File: config.mk
export PLATFORM = sky130hd
export DESIGN_NAME = operand_loader
export DESIGN_NICKNAME = d
export VERILOG_FILES = /design/src/rtl/operand_loader.sv
export SDC_FILE = /design/constraint.sdc
export NUM_CORES = 1
export LEC_CHECK = 0
export ABC_CLOCK_PERIOD_IN_PS = 2200
export CAP_MARGIN = 20
export CORE_UTILIZATION = 40
export CTS_CLUSTER_SIZE = 8
export DETAILED_ROUTE_END_ITERATION = 16
export SETUP_SLACK_MARGIN = 0.3
export SYNTH_ARGS = -nofsm -noshare
export SYNTH_HDL_FRONTEND = slang
export SYNTH_SLANG_ARGS = --single-unit
File: constraint.sdc
create_clock -name CLK -period 2.2 [get_ports CLK]
set_input_delay 0.44 -clock CLK [delete_from_list [all_inputs] [get_ports CLK]]
set_output_delay 0.44 -clock CLK [all_outputs]
set_load 0.03 [all_outputs]
File: src/rtl/operand_loader.sv
// operand_loader: captures two signed operands from the slide switches with a
// single load button. BTN is synchronized, debounced and edge-detected into a
// one-cycle load strobe, and a small FSM steps through A entry, B entry and
// result display.
module operand_loader #(
  parameter int WIDTH    = 5,
  parameter int DB_COUNT = 500000
) (
  input  logic             CLK,
  input  logic             RST,
  input  logic [WIDTH-1:0] SW,
  input  logic             BTN,
  output logic [WIDTH-1:0] A,
  output logic [WIDTH-1:0] B,
  output logic             VALID,
  output logic [1:0]       STATE
);

  localparam int CW = (DB_COUNT > 1) ? $clog2(DB_COUNT) : 1;
  localparam logic [CW-1:0] CNT_MAX = CW'(DB_COUNT - 1);

  typedef enum logic [1:0] {
    WAIT_A = 2'b00,
    WAIT_B = 2'b01,
    SHOW   = 2'b10
  } state_t;

  // Button front end
  logic          s1_q, s1_d;
  logic          s2_q, s2_d;
  logic          db_q, db_d;
  logic          db_dly_q, db_dly_d;
  logic [CW-1:0] cnt_q, cnt_d;
  logic          ld;

  // Operand FSM
  state_t           state_q, state_d;
  logic [WIDTH-1:0] a_q, a_d;
  logic [WIDTH-1:0] b_q, b_d;
  logic             valid_q, valid_d;

  // Synchronizer, debouncer and edge-detect next-state logic
  always_comb begin
    s1_d     = BTN;
    s2_d     = s1_q;
    db_dly_d = db_q;
    db_d     = db_q;
    cnt_d    = '0;
    if (s2_q != db_q) begin
      // Accept the new level only after DB_COUNT consecutive differing cycles;
      // any agreeing cycle restarts the count, so the counter cannot wrap.
      if (cnt_q == CNT_MAX) begin
        db_d = ~db_q;
      end else begin
        cnt_d = cnt_q + CW'(1);
      end
    end
  end

  // One-cycle load strobe on each accepted press; release is ignored
  assign ld = db_q & ~db_dly_q;

  // Button front-end registers
  always_ff @(posedge CLK) begin
    if (RST) begin
      s1_q     <= 1'b0;
      s2_q     <= 1'b0;
      db_q     <= 1'b0;
      db_dly_q <= 1'b0;
      cnt_q    <= '0;
    end else begin
      s1_q     <= s1_d;
      s2_q     <= s2_d;
      db_q     <= db_d;
      db_dly_q <= db_dly_d;
      cnt_q    <= cnt_d;
    end
  end

  // Entry sequencing: every transition and capture is qualified by the load strobe
  always_comb begin
    state_d = state_q;
    a_d     = a_q;
    b_d     = b_q;
    valid_d = valid_q;
    if (ld) begin
      case (state_q)
        WAIT_A: begin
          a_d     = SW;
          state_d = WAIT_B;
        end
        WAIT_B: begin
          b_d     = SW;
          valid_d = 1'b1;
          state_d = SHOW;
        end
        SHOW: begin
          // B is kept until recaptured; only VALID signals it is stale
          a_d     = SW;
          valid_d = 1'b0;
          state_d = WAIT_B;
        end
        default: begin
          state_d = WAIT_A;
        end
      endcase
    end
  end

  // Operand and state registers; reset wins over a coincident load
  always_ff @(posedge CLK) begin
    if (RST) begin
      state_q <= WAIT_A;
      a_q     <= '0;
      b_q     <= '0;
      valid_q <= 1'b0;
    end else begin
      state_q <= state_d;
      a_q     <= a_d;
      b_q     <= b_d;
      valid_q <= valid_d;
    end
  end

  assign A     = a_q;
  assign B     = b_q;
  assign VALID = valid_q;
  assign STATE = state_q;

endmodule
==> results list <==
- The run finished with clean final reports.
- Static timing analysis puts the maximum clock frequency at 546 MHz.
- The core region is 0.00369 mm².
- The critical path starts at STATE[1]$_SDFFE_PP0P_.
* Instance count along the most critical hold path: 1
* Post-synthesis sequential area ratio: 0.463
- Routed WL per cell: 12.1 µm
* Buffering stage count on the worst path with inverters included: 1
- Power density relative to cell area: 601 mW/mm²
- Standard-cell row count: 22
- For the worst setup path, the data arrival time is 1.39 ns.
- Across all register-to-register paths, the minimum setup slack is 0.40 ns.
* HPWL after DPL: 2.18 mm
* Cell at the root of the clock tree: clkbuf_8
- Depth of the worst register-to-register path: 4
- Number of synthesized flops with an enable pin: 0
- After detailed routing, the total wire length is 2.96 mm.
* Number of H-tree branching levels: 2
- The analysis attributes to cell leakage a power of 0.610 nW.
- Internal Pwr Total: 0.925 mW
- Once layout is complete, the utilization of the core stands at 0.521.
- Mean Syn Cell Area: 9.11 µm²
* Clock Latency Late Sink: 0.28 ns
- For this run the aggregate overflow at the end of global routing stands at 0.
- Counting flops and latches in the post-synthesis netlist gives 36.
* Max-cap violations: 0
- Average vias per placed instance: 5.05
- Routed wl met3: 94 µm
- Clock-pin slew was measured on the worst setup and hold paths at 0.07 ns.
- The number of nets in the synthesized netlist is 184.
* Summed negative setup slack over all endpoints: 0 ns
- TritonCTS built the clock tree.
* Fraction of registers with async set/reset: 0
* Number of buffers created by CTS: 5
* Proportion of total power due to net switching: 0.200
- Largest vdd supply drop: 306 µV
- Weighted congestion reported at the end of routability-driven placement: 0.814
- Startpoint Class: flip-flop
* Tmin final: 1.83 ns
- Number of max-slew violations in the final report: 0
- Number of cells on the critical path: 1
* Critical Path Sink Type: output port
- Worst Skew: 0.00270 ns
* Startpoint of the tightest hold check path: s1_q$_SDFF_PP0_
* Area growth syn-to-layout: 23.5%
- Commonest register cell after synthesis: dfxtp_1
- For this configuration, the core starts out at a cell density of 0.422.
- Synth Instances: 171
- The die covers 0.00415 mm².
- The share of total power dissipated in sequential elements is 0.567.
- Once detail routing completed, the nets flagged for antenna violations numbered 0.
- Before CTS, the worst setup slack after placement is 0.384 ns.
- Setup repair after global routing left no endpoint under its margin.
* Maximum fanout encountered on the critical timing path: 5
- After synthesis, the cell types taking the most area are dfxtp_1 46%, nor2_1 6.7%, xnor2_1 5.6%.
- Total standard cell area after synthesis: 0.00156 mm²
* Residual DRC: 0
* Nets: 209
- At the pin with the least slew margin, the transition time is 0.634 ns.
- Power spent charging and discharging nets: 0.231 mW
- The path with the worst hold slack has its endpoint at s2_q$_SDFF_PP0_.
- Final setup viols: 0
* Number of diodes added for antenna fixing: 0
- Of the available clock period, the critical path in the final layout requires 0.833.
- Top routing layer in use: met4
- Across every metal layer, demand over resource in global routing totals 0.169.
* Worst setup margin: 0.368 ns
- At the worst endpoint, the required time is 1.76 ns.
- During synthesis, Yosys emitted a total of 0 warnings.
- Of the total power, the clock network draws 0.409.
- Walking the worst path, the cells encountered are clkdlybuf4s50_1.
* Count of endpoints failing hold in the final timing report: 0
- Total iterations of the first detailed-routing run: 4
* Number of buffers on the longest clock path: 2
- The worst hold path belongs to the class flip-flop to flip-flop.
- Of the total power, combinational logic draws 0.025.
- Die X: 64.4 µm
- Port buffering added 20 buffers.
- Worst flop-to-flop path endpoint: cnt_q[17]$_SDFF_PP0_
- The library cells used most frequently in the layout, excluding fill and tap cells, are 36 x dfxtp_1, 28 x nor2_1, 20 x clkdlybuf4s50_1.
- In this run, distinct cell masters in the synthesized netlist total 31.
- Wire segments on met2 add up to 1.33 mm in the final route.
- Number of global-route vias before repair: 1156
* Antenna violations before repair: 0
- Crit Path Category: flip-flop to output port
- The first routing iteration left 49 violations.
* Post-synth top area share: 0.463
* Worst hold slack: 0.435 ns
- Of the cells placed in the final design, the portion with a size suffix greater than 1 is 0.0812.
* Clk sinks: 36
- The largest total area in the synthesized netlist belongs to dfxtp_1.
- Largest net degree at the start of global routing: 17
- Critical Path Slowest Stage Cell: clkdlybuf4s50_1
- The kind of cell with the highest combined delay along the critical path is buffers and inverters.
* Wire length of the first global-routing pass: 5.20 mm
- The startpoint identified for the worst register-to-register timing path is cnt_q[6]$_SDFF_PP0_.
- 21 I/O pins were placed.
- The largest single stage delay on the critical path is 0.70 ns.
* Worst slew margin relative to its limit: 0.576
- For this block, wires on met1 add up to 1.47 mm.
* Vias: 1237
* Leading cell type in the layout, fill and taps excluded: dfxtp_1
- Die height: 64.4 µm
## worst max-delay path by stage
stage | end
detailed placement | db_dly_d$_SDFFE_PP0P_
global placement | db_dly_d$_SDFFE_PP0P_
CTS | STATE[1]
floorplan | cnt_q[10]$_SDFF_PP0_
finish | STATE[1]
global route | cnt_q[17]$_SDFF_PP0_
## registers in the layout, indices dropped and copies added, names as in the netlist, 2 cells and up
register,flops
cnt_q,19
B,5
STATE,2
A,5
## what timing repair did
action | in CTS | in global routing
setup buffers | 0 | 0
endpoints found under the setup margin | 0 | 16
hold buffers | 0 | 0
gates resized for setup | 0 | 3
## final cells by class
type / count / area, µm²
fill: 358 / 1770
multi-input combinational: 123 / 800
sequential: 36 / 721
timing repair buffer: 23 / 226
clock buffer: 8 / 90.1
tap: 48 / 60.1
inverter: 7 / 26.3
## kinds of logic (layout without fill, tap and decap cells)
logic type	Yosys count	in the layout	synth area share
and+or+nand+nor	81	81	0.271
DFF	36	36	0.463
AOI/OAI and AO/OA	16	16	0.0723
xor gates and xnor gates	15	15	0.0843
buffers and inverters	12	38	0.0305
muxes	6	6	0.0394
adders and majority gates	5	5	0.0402
## synthesized netlist by cell type (2+ instances only)
master / number
nor3_1: 3
xnor2_1: 10
nand2_1: 11
nand4_1: 6
nor4_1: 6
xor2_1: 5
mux2i_1: 5
clkbuf_1: 3
nor2_1: 28
dfxtp_1: 36
or3_1: 2
ha_1: 5
nor2b_1: 6
inv_1: 7
a21oi_1: 9
nand2b_1: 2
buf_2: 2
nand3_1: 12
## per-layer routing
metal	vias to the layer above	global-route usage
met2	22	0.266
met1	570	0.196
met3	6	0.0429
met5	-	0
met4	0	0.125
li1	639	-
## per-stage QoR
| stage | total power [mW] | cell area, µm² | cells |
|---|---|---|---|
| 2_1_floorplan | 0.680 | 1560 | 171 |
| 3_3_place_gp | 0.698 | 1820 | 237 |
| 3_5_place_dp | 0.698 | 1820 | 237 |
| 4_1_cts | 1.18 | 1910 | 245 |
| 5_1_grt | 1.21 | 1920 | 245 |
| 6_report | 1.16 | 1920 | 245 |
## power groups by stage
| stage | sequential, mW | clock, mW | combinational [mW] |
|---|---|---|---|
| 2_1_floorplan | 0.670 | 0 | 0.0109 |
| 3_3_place_gp | 0.670 | 0 | 0.0279 |
| 3_5_place_dp | 0.670 | 0 | 0.0286 |
| 4_1_cts | 0.655 | 0.496 | 0.0289 |
| 5_1_grt | 0.654 | 0.524 | 0.0311 |
| 6_report | 0.655 | 0.472 | 0.0287 |
(Power assumes the default switching activity.)
